===== src/rtl/tetris_pkg.sv =====
// tetris_pkg
//   Shared types and constants for the playfield renderer: grid dimensions,
//   the cell code type, the 12-bit cell palette and the 640x480@60 Hz VGA
//   raster timing (visible / front porch / sync / back porch per axis).
package tetris_pkg;

  localparam int GRID_ROWS = 20;
  localparam int GRID_COLS = 10;

  typedef logic [3:0] cell_t;

  // What a pixel is, decided one stage ahead of the palette lookup.
  typedef enum logic [1:0] {
    PIX_BLANK      = 2'd0,
    PIX_BACKGROUND = 2'd1,
    PIX_BORDER     = 2'd2,
    PIX_FIELD      = 2'd3
  } pix_class_t;

  // Entry n is the colour of cell code n; codes 8..15 all render white.
  localparam logic [15:0][11:0] PALETTE = {
    12'hFFF, 12'hFFF, 12'hFFF, 12'hFFF,
    12'hFFF, 12'hFFF, 12'hFFF, 12'hFFF,
    12'hF00, 12'h0F0, 12'h00F, 12'hF80,
    12'hA0F, 12'hFF0, 12'h0FF, 12'h111
  };

  localparam logic [11:0] BORDER_RGB     = 12'h888;
  localparam logic [11:0] BACKGROUND_RGB = 12'h000;
  localparam logic [11:0] GAP_RGB        = 12'h000;

  // Horizontal timing in pixels.
  localparam int H_VISIBLE = 640;
  localparam int H_FRONT   = 16;
  localparam int H_SYNC_W  = 96;
  localparam int H_BACK    = 48;
  localparam int H_TOTAL   = H_VISIBLE + H_FRONT + H_SYNC_W + H_BACK;  // 800

  // Vertical timing in lines.
  localparam int V_VISIBLE = 480;
  localparam int V_FRONT   = 10;
  localparam int V_SYNC_W  = 2;
  localparam int V_BACK    = 33;
  localparam int V_TOTAL   = V_VISIBLE + V_FRONT + V_SYNC_W + V_BACK;  // 525

  function automatic logic [11:0] cell_colour(input cell_t code);
    return PALETTE[code];
  endfunction

endpackage


===== src/rtl/vga_timing.sv =====
// vga_timing
//   Pixel-rate divider and raster counters. Knows nothing about the grid.
// Ports:
//   gm_clk    in   system clock
//   gm_rst_n  in   asynchronous active-low reset
//   pix_ce    out  one-cycle pixel enable, every PIX_DIV gm_clk cycles
//   h_cnt     out  current column, 0..H_TOTAL-1
//   v_cnt     out  current line, 0..V_TOTAL-1
//   hs_raw    out  horizontal sync for (h_cnt, v_cnt), active low
//   vs_raw    out  vertical sync for (h_cnt, v_cnt), active low
//   visible   out  (h_cnt, v_cnt) lies in the visible area
module vga_timing
  import tetris_pkg::*;
#(
  parameter int PIX_DIV = 4,
  parameter int H_VIS   = H_VISIBLE,
  parameter int H_FP    = H_FRONT,
  parameter int H_SYNC  = H_SYNC_W,
  parameter int H_BP    = H_BACK,
  parameter int V_VIS   = V_VISIBLE,
  parameter int V_FP    = V_FRONT,
  parameter int V_SYNC  = V_SYNC_W,
  parameter int V_BP    = V_BACK
) (
  input  logic       gm_clk,
  input  logic       gm_rst_n,
  output logic       pix_ce,
  output logic [9:0] h_cnt,
  output logic [9:0] v_cnt,
  output logic       hs_raw,
  output logic       vs_raw,
  output logic       visible
);

  localparam int DIV_W = (PIX_DIV > 1) ? $clog2(PIX_DIV) : 1;
  localparam logic [DIV_W-1:0] DIV_LAST = DIV_W'(PIX_DIV - 1);

  localparam logic [9:0] H_VIS_END  = 10'(H_VIS);
  localparam logic [9:0] HS_START   = 10'(H_VIS + H_FP);
  localparam logic [9:0] HS_END     = 10'(H_VIS + H_FP + H_SYNC);
  localparam logic [9:0] H_LAST     = 10'(H_VIS + H_FP + H_SYNC + H_BP - 1);
  localparam logic [9:0] V_VIS_END  = 10'(V_VIS);
  localparam logic [9:0] VS_START   = 10'(V_VIS + V_FP);
  localparam logic [9:0] VS_END     = 10'(V_VIS + V_FP + V_SYNC);
  localparam logic [9:0] V_LAST     = 10'(V_VIS + V_FP + V_SYNC + V_BP - 1);

  logic [DIV_W-1:0] div_cnt;

  assign pix_ce = (div_cnt == DIV_LAST);

  always_ff @(posedge gm_clk or negedge gm_rst_n) begin
    if (!gm_rst_n) begin
      div_cnt <= '0;
    end else if (pix_ce) begin
      div_cnt <= '0;
    end else begin
      div_cnt <= div_cnt + DIV_W'(1);
    end
  end

  always_ff @(posedge gm_clk or negedge gm_rst_n) begin
    if (!gm_rst_n) begin
      h_cnt <= '0;
      v_cnt <= '0;
    end else if (pix_ce) begin
      if (h_cnt == H_LAST) begin
        h_cnt <= '0;
        v_cnt <= (v_cnt == V_LAST) ? 10'd0 : v_cnt + 10'd1;
      end else begin
        h_cnt <= h_cnt + 10'd1;
      end
    end
  end

  assign hs_raw  = !((h_cnt >= HS_START) && (h_cnt < HS_END));
  assign vs_raw  = !((v_cnt >= VS_START) && (v_cnt < VS_END));
  assign visible = (h_cnt < H_VIS_END) && (v_cnt < V_VIS_END);

endmodule


===== src/rtl/tetris_vga_render.sv =====
// tetris_vga_render
//   Renders the 20x10 playfield onto a VGA raster. The grid is copied into a
//   shadow register once per frame at the start of vertical blanking, so a
//   frame is always drawn from one consistent snapshot.
// Ports:
//   gm_clk      in   system clock (100 MHz)
//   gm_rst_n    in   asynchronous active-low reset
//   grid        in   cell codes [row][col], row 0 at top; 0 = empty
//   vga_r/g/b   out  4-bit colour channels, 0 during blanking
//   vga_hs      out  horizontal sync, active low
//   vga_vs      out  vertical sync, active low
//   frame_tick  out  one gm_clk pulse when the snapshot is taken
// RGB and sync for raster position (h,v) appear two pixel periods after the
// counters pass (h,v); both paths go through the same two stages.
module tetris_vga_render
  import tetris_pkg::*;
#(
  parameter int PIX_DIV    = 4,
  parameter int FIELD_X0   = 240,
  parameter int FIELD_Y0   = 80,
  parameter int CELL_SHIFT = 4,
  parameter int BORDER_W   = 4,
  parameter int H_VIS      = H_VISIBLE,
  parameter int H_FP       = H_FRONT,
  parameter int H_SYNC     = H_SYNC_W,
  parameter int H_BP       = H_BACK,
  parameter int V_VIS      = V_VISIBLE,
  parameter int V_FP       = V_FRONT,
  parameter int V_SYNC     = V_SYNC_W,
  parameter int V_BP       = V_BACK
) (
  input  logic                                      gm_clk,
  input  logic                                      gm_rst_n,
  input  logic [GRID_ROWS-1:0][GRID_COLS-1:0][3:0]  grid,
  output logic [3:0]                                vga_r,
  output logic [3:0]                                vga_g,
  output logic [3:0]                                vga_b,
  output logic                                      vga_hs,
  output logic                                      vga_vs,
  output logic                                      frame_tick
);

  localparam int ROW_W = $clog2(GRID_ROWS);
  localparam int COL_W = $clog2(GRID_COLS);

  localparam logic [9:0] FX0       = 10'(FIELD_X0);
  localparam logic [9:0] FX1       = 10'(FIELD_X0 + (GRID_COLS << CELL_SHIFT));
  localparam logic [9:0] FY0       = 10'(FIELD_Y0);
  localparam logic [9:0] FY1       = 10'(FIELD_Y0 + (GRID_ROWS << CELL_SHIFT));
  localparam logic [9:0] BX0       = 10'(FIELD_X0 - BORDER_W);
  localparam logic [9:0] BX1       = 10'(FIELD_X0 + (GRID_COLS << CELL_SHIFT) + BORDER_W);
  localparam logic [9:0] BY0       = 10'(FIELD_Y0 - BORDER_W);
  localparam logic [9:0] BY1       = 10'(FIELD_Y0 + (GRID_ROWS << CELL_SHIFT) + BORDER_W);
  localparam logic [9:0] CELL_MASK = 10'((1 << CELL_SHIFT) - 1);
  localparam logic [9:0] SNAP_LINE = 10'(V_VIS);

  logic       pix_ce;
  logic [9:0] h_cnt;
  logic [9:0] v_cnt;
  logic       hs_raw;
  logic       vs_raw;
  logic       visible;

  vga_timing #(
    .PIX_DIV (PIX_DIV),
    .H_VIS   (H_VIS),
    .H_FP    (H_FP),
    .H_SYNC  (H_SYNC),
    .H_BP    (H_BP),
    .V_VIS   (V_VIS),
    .V_FP    (V_FP),
    .V_SYNC  (V_SYNC),
    .V_BP    (V_BP)
  ) u_timing (
    .gm_clk   (gm_clk),
    .gm_rst_n (gm_rst_n),
    .pix_ce   (pix_ce),
    .h_cnt    (h_cnt),
    .v_cnt    (v_cnt),
    .hs_raw   (hs_raw),
    .vs_raw   (vs_raw),
    .visible  (visible)
  );

  logic [GRID_ROWS-1:0][GRID_COLS-1:0][3:0] shadow_reg;

  // Snapshot on the first pixel of the first blanked line.
  logic snap;
  assign snap = pix_ce && (h_cnt == 10'd0) && (v_cnt == SNAP_LINE);

  // Stage 1: classify the current counter position.
  logic [9:0]       dx;
  logic [9:0]       dy;
  logic             in_field;
  logic             in_box;
  pix_class_t       pix_class_next;
  logic [ROW_W-1:0] row_next;
  logic [COL_W-1:0] col_next;
  logic             cell_edge_next;

  always_comb begin
    // Offsets wrap for pixels left/above the field; they are only used
    // once in_field confirms the position.
    dx             = h_cnt - FX0;
    dy             = v_cnt - FY0;
    in_field       = (h_cnt >= FX0) && (h_cnt < FX1) && (v_cnt >= FY0) && (v_cnt < FY1);
    in_box         = (h_cnt >= BX0) && (h_cnt < BX1) && (v_cnt >= BY0) && (v_cnt < BY1);
    pix_class_next = PIX_BLANK;
    row_next       = '0;
    col_next       = '0;
    cell_edge_next = 1'b0;
    if (visible) begin
      if (in_field) begin
        pix_class_next = PIX_FIELD;
        row_next       = ROW_W'(dy >> CELL_SHIFT);
        col_next       = COL_W'(dx >> CELL_SHIFT);
        // Last pixel column or row inside the cell.
        cell_edge_next = ((dx & CELL_MASK) == CELL_MASK) || ((dy & CELL_MASK) == CELL_MASK);
      end else if (in_box) begin
        pix_class_next = PIX_BORDER;
      end else begin
        pix_class_next = PIX_BACKGROUND;
      end
    end
  end

  pix_class_t       pix_class_reg;
  logic [ROW_W-1:0] row_reg;
  logic [COL_W-1:0] col_reg;
  logic             cell_edge_reg;
  logic             hs_reg;
  logic             vs_reg;

  // Stage 2: palette lookup from the shadow grid.
  cell_t       code;
  logic [11:0] rgb_next;

  always_comb begin
    code     = shadow_reg[row_reg][col_reg];
    rgb_next = BACKGROUND_RGB;
    case (pix_class_reg)
      PIX_FIELD:      rgb_next = ((code != 4'd0) && cell_edge_reg) ? GAP_RGB : cell_colour(code);
      PIX_BORDER:     rgb_next = BORDER_RGB;
      PIX_BACKGROUND: rgb_next = BACKGROUND_RGB;
      default:        rgb_next = 12'h000;
    endcase
  end

  always_ff @(posedge gm_clk or negedge gm_rst_n) begin
    if (!gm_rst_n) begin
      shadow_reg    <= '0;
      frame_tick    <= 1'b0;
      pix_class_reg <= PIX_BLANK;
      row_reg       <= '0;
      col_reg       <= '0;
      cell_edge_reg <= 1'b0;
      hs_reg        <= 1'b1;
      vs_reg        <= 1'b1;
      vga_r         <= 4'd0;
      vga_g         <= 4'd0;
      vga_b         <= 4'd0;
      vga_hs        <= 1'b1;
      vga_vs        <= 1'b1;
    end else begin
      frame_tick <= snap;
      if (snap) begin
        shadow_reg <= grid;
      end
      if (pix_ce) begin
        pix_class_reg <= pix_class_next;
        row_reg       <= row_next;
        col_reg       <= col_next;
        cell_edge_reg <= cell_edge_next;
        hs_reg        <= hs_raw;
        vs_reg        <= vs_raw;
        vga_r         <= rgb_next[11:8];
        vga_g         <= rgb_next[7:4];
        vga_b         <= rgb_next[3:0];
        vga_hs        <= hs_reg;
        vga_vs        <= vs_reg;
      end
    end
  end

endmodule


===== config.mk =====
export PLATFORM = sky130hd
export DESIGN_NAME = tetris_vga_render
export DESIGN_NICKNAME = d
export VERILOG_FILES = /design/src/rtl/tetris_pkg.sv /design/src/rtl/vga_timing.sv /design/src/rtl/tetris_vga_render.sv
export SDC_FILE = /design/constraint.sdc
export NUM_CORES = 2
export LEC_CHECK = 0
export CELL_PAD_IN_SITES_DETAIL_PLACEMENT = 2
export CELL_PAD_IN_SITES_GLOBAL_PLACEMENT = 2
export CORE_ASPECT_RATIO = 1.2
export CORE_MARGIN = 2
export CORE_UTILIZATION = 39
export DETAILED_ROUTE_END_ITERATION = 10
export DONT_BUFFER_PORTS = 1
export GPL_TIMING_DRIVEN = 0
export PLACE_DENSITY_LB_ADDON = 0.1
export SYNTH_ARGS = -nofsm -noshare
export SYNTH_HDL_FRONTEND = slang
export SYNTH_SLANG_ARGS = --single-unit

===== constraint.sdc =====
create_clock -name gm_clk -period 4.45 [get_ports gm_clk]
set_input_delay 0.2225 -clock gm_clk [delete_from_list [all_inputs] [get_ports gm_clk]]
set_output_delay 0.2225 -clock gm_clk [all_outputs]
set_load 0.01 [all_outputs]

==> results of run 1 <==
## Yosys cell counts, types with 4 or more instances
cell	n
mux4_2	142
a221oi_1	4
and2_1	7
xnor2_1	9
a31oi_1	8
buf_2	20
nand2_1	2480
o221ai_1	11
nor3_1	12
and3_1	4
or3_1	4
nand4_1	12
a211oi_1	15
a21oi_1	31
nand2b_1	6
ha_1	19
dfrtp_1	845
xor2_1	8
buf_6	15
mux2_2	26
o211ai_1	6
o22ai_1	13
o31ai_1	4
a211o_1	4
o21ai_0	28
o21ai_1	4
a221o_1	4
o2bb2ai_1	5
nor2b_1	13
dfstp_2	4
buf_4	25
nor4_1	5
inv_1	23
a22o_1	7
a22oi_1	34
nor2_1	42
mux2i_1	110
nand3_1	29
clkbuf_1	212
## logic make-up after synthesis
logic type / synth area share, %
compound gates: 4.17
xor+xnor: 0.377
fa+ha+maj: 0.602
flops: 53.8
buf+inv: 3.43
mux: 11.8
simple gates: 25.8
## metal layers
| layer | track usage, % | GRT overflow |
|---|---|---|
| met1 | 75.8 | 1 |
| met2 | 93.1 | 24 |
| met3 | 66.0 | 3 |
| met4 | 80.3 | 30 |
| met5 | 34.5 | 0 |
## per-stage QoR
| step | worst slack [ps] | std cells | hold WS, ps | TNS (ps) | utilization (%) |
|---|---|---|---|---|---|
| CTS | -20.5 | 6584 | -762 | -20.5 | 52.7 |
| detailed placement | -1720 | 5615 | -49.0 | -15920 | 41.1 |
| global placement | -1660 | 5615 | -43.5 | -15050 | 41.1 |
| floorplan | 1020 | 4325 | -73.1 | 0 | - |
## repair_timing
action / CTS
setup endpoints to repair: 10
setup buffers: 1
hold endpoints to repair: 1649
pin swaps: 2
hold buffers: 800
resized for setup: 121
==> report_table.html, run 1 <==
<table>
<tr><th>Metric</th><th>Value</th></tr>
<tr><th colspan="2">Placement</th></tr>
<tr><td>Final RePlAce weighted congestion</td><td>0.931</td></tr>
<tr><td>Placed cell areas</td><td>41100 um^2</td></tr>
<tr><td>Quantity of I/O buffers inserted on ports</td><td>0</td></tr>
<tr><td>Final HPWL DP</td><td>155000 um</td></tr>
<tr><th colspan="2">Global routing</th></tr>
<tr><td>Grt ovf</td><td>58</td></tr>
<tr><td>Antenna violations before repair</td><td>167</td></tr>
<tr><td>Maximum number of pins on one net before global-route repair</td><td>850</td></tr>
<tr><td>Global-route usage over all layers</td><td>78.1%</td></tr>
<tr><th colspan="2">Floorplan</th></tr>
<tr><td>Die Width</td><td>295 um</td></tr>
<tr><td>Effective utilization at floorplan</td><td>39.5%</td></tr>
<tr><td>Number of placement rows</td><td>127</td></tr>
<tr><td>Boundary Pins</td><td>817</td></tr>
<tr><td>Die Y</td><td>353 um</td></tr>
<tr><th colspan="2">STA</th></tr>
<tr><td>Grt repair worst endpoint</td><td>vga_g[2]$_DFFE_PN0P_/D</td></tr>
<tr><td>Type of pin the worst path ends at</td><td>register data pin</td></tr>
<tr><th colspan="2">Clock network</th></tr>
<tr><td>Maximum level of the CTS H-tree</td><td>3</td></tr>
<tr><td>CTS max path bufs</td><td>3</td></tr>
<tr><td>Root buffer selected by CTS</td><td>clkbuf_16</td></tr>
<tr><td>Cts bufs inserted</td><td>94</td></tr>
<tr><td>Number of clock sinks</td><td>849</td></tr>
<tr><th colspan="2">Synthesis</th></tr>
<tr><td>Synth unique cells</td><td>82</td></tr>
<tr><td>Synth Warn #</td><td>0</td></tr>
<tr><td>Count of mapped cells out of synthesis</td><td>4325</td></tr>
<tr><td>Netlist Area Pre-Place</td><td>39500 um^2</td></tr>
<tr><td>Yosys reg bits</td><td>849</td></tr>
<tr><td>Number of synthesized flops with an enable pin</td><td>0</td></tr>
<tr><td>Predominant post-synthesis flop cell</td><td>dfrtp_1</td></tr>
<tr><td>Share of the yosys chip area belonging to registers</td><td>53.8%</td></tr>
<tr><td>Syn Nets</td><td>5146</td></tr>
<tr><td>Share of the synthesized area in the top cell type</td><td>53.5%</td></tr>
<tr><td>Leading area contributor after synthesis</td><td>dfrtp_1</td></tr>
<tr><td>Top post-synthesis cells by area</td><td>dfrtp_1 54%, nand2_1 24%, mux4_2 8.1%, mux2i_1 2.8%, clkbuf_1 2.0%</td></tr>
<tr><td>Post-synthesis area per instance</td><td>9.13 um^2</td></tr>
<tr><td>Share of flip-flops with an asynchronous set or reset</td><td>100%</td></tr>
<tr><th colspan="2">Outcome</th></tr>
<tr><td>Result of the run</td><td>stopped before the end</td></tr>
<tr><td>Stage where the flow stopped</td><td>global routing (5_1_grt)</td></tr>
<tr><td>First Err</td><td>[ERROR GRT-0232] Routing congestion too high. Check the congestion heatmap in the GUI.</td></tr>
</table>
==> run 2, diff against run 1 <==
==> config.mk (replaced) <==
export PLATFORM = sky130hd
export DESIGN_NAME = tetris_vga_render
export DESIGN_NICKNAME = d
export VERILOG_FILES = /design/src/rtl/tetris_pkg.sv /design/src/rtl/vga_timing.sv /design/src/rtl/tetris_vga_render.sv
export SDC_FILE = /design/constraint.sdc
export NUM_CORES = 2
export LEC_CHECK = 0
export CORE_MARGIN = 2
export CORE_UTILIZATION = 25
export DETAILED_ROUTE_END_ITERATION = 10
export DONT_BUFFER_PORTS = 1
export GPL_TIMING_DRIVEN = 0
export PLACE_DENSITY_LB_ADDON = 0.15
export SYNTH_ARGS = -nofsm -noshare
export SYNTH_HDL_FRONTEND = slang
export SYNTH_SLANG_ARGS = --single-unit
==> report_table.html, run 2 <==
<table>
<tr><th>Metric</th><th>Value</th></tr>
<tr><th colspan="2">Outcome</th></tr>
<tr><td>Result of the run</td><td>finished, violations left</td></tr>
<tr><td>Violated checks</td><td>setup timing</td></tr>
<tr><th colspan="2">Drt</th></tr>
<tr><td>Met3 wirelength from detailed routing</td><td>14400 um</td></tr>
<tr><td>Vias per inst</td><td>4.87</td></tr>
<tr><td>Post-route DRC violation count</td><td>0</td></tr>
<tr><td>Overall routed net length</td><td>227000 um</td></tr>
<tr><td>Antenna violation net count after detailed routing</td><td>0</td></tr>
<tr><td>Number of vias in the routed layout</td><td>36300</td></tr>
<tr><td>DRT met1 WL</td><td>98500 um</td></tr>
<tr><td>Wire per inst</td><td>30.4 um</td></tr>
<tr><td>Highest routed metal layer</td><td>met5</td></tr>
<tr><td>Detailed Routing Iterations Pass 1</td><td>5</td></tr>
<tr><td>Number of DRC markers after the initial detailed-route iteration</td><td>3170</td></tr>
<tr><td>Met2 Routed Length</td><td>106000 um</td></tr>
<tr><th colspan="2">Synthesis</th></tr>
<tr><td>Synth unique cells</td><td>82 (unchanged)</td></tr>
<tr><td>Share of flip-flops with an asynchronous set or reset</td><td>100% (unchanged)</td></tr>
<tr><td>Leading area contributor after synthesis</td><td>dfrtp_1</td></tr>
<tr><td>Most instantiated cells after synthesis</td><td>2480 x nand2_1, 845 x dfrtp_1, 212 x clkbuf_1</td></tr>
<tr><td>Number of synthesized flops with an enable pin</td><td>0 (unchanged)</td></tr>
<tr><td>Share of the yosys chip area belonging to registers</td><td>53.8% (unchanged)</td></tr>
<tr><td>Most common cell in the netlist</td><td>nand2_1</td></tr>
<tr><td>Yosys reg bits</td><td>849 (unchanged)</td></tr>
<tr><td>Post-synthesis area per instance</td><td>9.13 um^2 (unchanged)</td></tr>
<tr><td>Predominant post-synthesis flop cell</td><td>dfrtp_1</td></tr>
<tr><td>Top post-synthesis cells by area</td><td>dfrtp_1 54%, nand2_1 24%, mux4_2 8.1%, mux2i_1 2.8%, clkbuf_1 2.0%</td></tr>
<tr><td>Syn Nets</td><td>5146 (unchanged)</td></tr>
<tr><td>Synth Warn #</td><td>0 (unchanged)</td></tr>
<tr><td>Share of the synthesized area in the top cell type</td><td>53.5% (unchanged)</td></tr>
<tr><td>Count of mapped cells out of synthesis</td><td>4325 (unchanged)</td></tr>
<tr><td>Netlist Area Pre-Place</td><td>39500 um^2 (unchanged)</td></tr>
<tr><th colspan="2">Clock network</th></tr>
<tr><td>CTS max path bufs</td><td>3 (unchanged)</td></tr>
<tr><td>CTS tree</td><td>done</td></tr>
<tr><td>Root buffer selected by CTS</td><td>clkbuf_16</td></tr>
<tr><td>Cts bufs inserted</td><td>104 (+11%)</td></tr>
<tr><td>Number of clock sinks</td><td>849 (unchanged)</td></tr>
<tr><td>Maximum level of the CTS H-tree</td><td>3 (unchanged)</td></tr>
<tr><td>Latest clock arrival within the worst-skew pair</td><td>760 ps</td></tr>
<tr><td>CTS clk-pin slew, worst paths</td><td>60 ps</td></tr>
<tr><th colspan="2">Global routing</th></tr>
<tr><td>Global-route usage over all layers</td><td>27.6%</td></tr>
<tr><td>Antenna violations before repair</td><td>75</td></tr>
<tr><td>Maximum number of pins on one net before global-route repair</td><td>850</td></tr>
<tr><td>Number of global-route vias before repair</td><td>36900</td></tr>
<tr><td>Global-route wire length before repair</td><td>307000 um</td></tr>
<tr><td>Grt ovf</td><td>0</td></tr>
<tr><th colspan="2">Critical path</th></tr>
<tr><td>Endpoint arrival time on the critical path</td><td>5050 ps</td></tr>
<tr><td>Critical path endpoint</td><td>vga_g[2]</td></tr>
<tr><td>Critical Setup Path Class</td><td>flip-flop to flip-flop</td></tr>
<tr><td>Source of the worst register-to-register timing path</td><td>col_reg[0]</td></tr>
<tr><td>Required time at the endpoint of the critical path</td><td>5030 ps</td></tr>
<tr><td>Nature of the critical path endpoint</td><td>flip-flop</td></tr>
<tr><td>Sort of element at the start of the critical path</td><td>flip-flop</td></tr>
<tr><td>R2R Path End</td><td>vga_g[2]</td></tr>
<tr><td>Slack of the worst reg-to-reg path</td><td>-20 ps</td></tr>
<tr><td>Number of cells on the worst reg-to-reg path</td><td>13</td></tr>
<tr><td>Worst Path Max Fanout</td><td>10</td></tr>
<tr><td>Origin of the worst setup path</td><td>col_reg[0]</td></tr>
<tr><th colspan="2">Cells and area</th></tr>
<tr><td>Area growth, synth to finish</td><td>39.5%</td></tr>
<tr><td>Highest-count cells in the layout ignoring fill and taps</td><td>2480 x nand2_1, 845 x dfrtp_1, 802 x dlygate4sd3_1</td></tr>
<tr><td>Flip-flop count of the largest register, all copies and words added</td><td>800</td></tr>
<tr><td>Commonest non-fill, non-tap cell in the layout</td><td>nand2_1</td></tr>
<tr><td>Share of final-layout standard cells stronger than drive strength 1</td><td>9.62%</td></tr>
<tr><td>Number of nets in the layout</td><td>6099</td></tr>
<tr><td>Post-route non-filler standard cell count</td><td>7457</td></tr>
<tr><td>Count of fill cells added during filler insertion</td><td>16200</td></tr>
<tr><th colspan="2">STA</th></tr>
<tr><td>Post-layout min period</td><td>4470 ps</td></tr>
<tr><td>Total of endpoints with negative setup slack in the final report</td><td>1</td></tr>
<tr><td>Transition at the pin with the smallest max-transition slack</td><td>1350 ps</td></tr>
<tr><td>Summed negative setup slack over all endpoints</td><td>-21.7 ps</td></tr>
<tr><td>Total count of hold-check failures in the final report</td><td>0</td></tr>
<tr><td>Max Clk Rate</td><td>0.224 GHz</td></tr>
<tr><td>Max-slew violation count</td><td>0</td></tr>
<tr><td>Final setup slack of the worst path</td><td>-21.7 ps</td></tr>
<tr><td>Period Utilization, post-route</td><td>100%</td></tr>
<tr><td>Slew Limit Headroom</td><td>9.73%</td></tr>
<tr><td>Largest clock skew in the final design</td><td>72.6 ps</td></tr>
<tr><th colspan="2">Floorplan</th></tr>
<tr><td>Placeable Area</td><td>157000 um^2</td></tr>
<tr><td>Die Y</td><td>401 um (+14%)</td></tr>
<tr><td>Die Width</td><td>401 um (+36%)</td></tr>
<tr><td>Effective utilization at floorplan</td><td>25.2% (-14 points)</td></tr>
<tr><td>Boundary Pins</td><td>817 (unchanged)</td></tr>
<tr><td>Area of the die</td><td>161000 um^2</td></tr>
<tr><td>Number of placement rows</td><td>145 (+14%)</td></tr>
<tr><th colspan="2">Power and ir drop</th></tr>
<tr><td>Power per unit of standard cell area</td><td>318 nW/um^2</td></tr>
<tr><td>Leakage power summed over all cells</td><td>22.4 nW</td></tr>
<tr><td>Largest voltage drop on the vdd net</td><td>0.297 mV</td></tr>
<tr><th colspan="2">Placement</th></tr>
<tr><td>Final HPWL DP</td><td>164000 um (+5.7%)</td></tr>
<tr><td>Total placed cells including tap cells</td><td>6386 (+14%)</td></tr>
<tr><td>Quantity of I/O buffers inserted on ports</td><td>0 (unchanged)</td></tr>
<tr><td>Final RePlAce weighted congestion</td><td>0.875 (-6.0%)</td></tr>
<tr><th colspan="2">Job</th></tr>
<tr><td>Reported max-cap violation count</td><td>0</td></tr>
<tr><th colspan="2">Worst hold path</th></tr>
<tr><td>Path type of the worst min-delay path</td><td>primary input to flip-flop</td></tr>
</table>
run 2: cell counts after synthesis:
Identical to the previous run, type by type.
run 2: final cells by class:
| type | count | area (um^2) | share of cell area (%) |
|---|---|---|---|
| inverters | 25 | 96.3 | 0.175 |
| clock buffers | 155 | 3040 | 5.51 |
| well taps | 2058 | 2570 | 4.67 |
| multi-input cells | 3177 | 17200 | 31.1 |
| flip-flops and latches | 849 | 21300 | 38.6 |
| repair buffers | 848 | 8520 | 15.5 |
| clock inverters | 39 | 488 | 0.886 |
| diodes | 33 | 82.6 | 0.150 |
| plain buffers | 273 | 1900 | 3.45 |
run 2: per-layer routing:
layer | GRT usage (%) | vias up
met4 | 8.76 | 44
met1 | 36.9 | 18500
met5 | 0 | -
met2 | 44.8 | 1448
met3 | 5.47 | 362
li1 | - | 16000
run 2: worst min path at each step:
| stage | from | to | slack [ps] | cells past startpoint |
|---|---|---|---|---|
| 3_3_place_gp | gm_rst_n | shadow_reg[327] | -8 | 0 |
| 6_report | grid[241] | shadow_reg[241] | 110 | 3 |
| 4_1_cts | gm_rst_n | shadow_reg[327] | -810 | 0 |
| 3_5_place_dp | gm_rst_n | shadow_reg[327] | 5 | 0 |
| 2_1_floorplan | gm_rst_n | cell_edge_reg | -70 | 0 |
| 5_1_grt | grid[241] | shadow_reg[241] | 80 | 3 |
run 2: critical path, stage by stage (launching register included):
cell      delay, ps
dfrtp_1         380
buf_6           230
buf_4           300
and2_2          510
clkbuf_4        480
a22oi_1         250
a31oi_1         420
a41oi_2         300
o21ai_4         390
inv_1           160
ha_1            390
a21oi_2         190
o21ai_1          90
a22o_1          200
run 2: cell families (layout without fill, tap and decap cells):
| kind of cell | after synthesis | in the layout | synth area share, % |
|---|---|---|---|
| AND/OR/NAND/NOR | 2638 | 2638 | 25.8 |
| flip-flops | 849 | 849 | 53.8 |
| XOR/XNOR | 17 | 17 | 0.377 |
| AO/OA/AOI/OAI | 222 | 222 | 4.17 |
| buffers and inverters | 299 | 1340 | 3.43 |
| other | 0 | 33 | 0 |
| multiplexers | 281 | 281 | 11.8 |
| adder cells (fa/ha/maj) | 19 | 19 | 0.602 |
run 2: where the power goes:
group / internal [W] / leakage, nW / total, W / switching [W]
Combinational: 0.000493 / 13.0 / 0.000836 / 0.000343
Sequential: 0.00772 / 7.65 / 0.00772 / 0
Clock: 0.00515 / 1.72 / 0.00894 / 0.00380
Total: 0.0134 / 22.4 / 0.0175 / 0.00414
run 2: through the flow:
step / power, W / cell area, um^2 / hold WS [ps] / setup slack (ps) / utilization [%]
CTS: 0.0175 / 54500 / -812 / -70.9 / 34.8
finish: 0.0175 / 55100 / 108 / -21.7 / 35.2
global route: 0.0180 / 55100 / 80.8 / -1.17 / 35.2
floorplan: 0.00787 / 39500 / -73.1 / 1020 / -
global placement: 0.00787 / 42100 / -8.01 / -2370 / 26.9
detailed placement: 0.00787 / 42100 / 4.89 / -1810 / 26.9
run 2: repair_timing:
| item | 4_1_cts | 5_1_grt |
|---|---|---|
| setup endpoints to repair | 10 | 10 |
| buffers inserted | 15 | 22 |
| pin swaps | 4 | 6 |
| endpoints found under the hold margin | 1649 | 154 |
| cloned | 0 | 1 |
| hold buffers | 800 | 2 |
| gates resized for setup | 175 | 35 |
No activity file was read; power rests on OpenSTA's default activity.
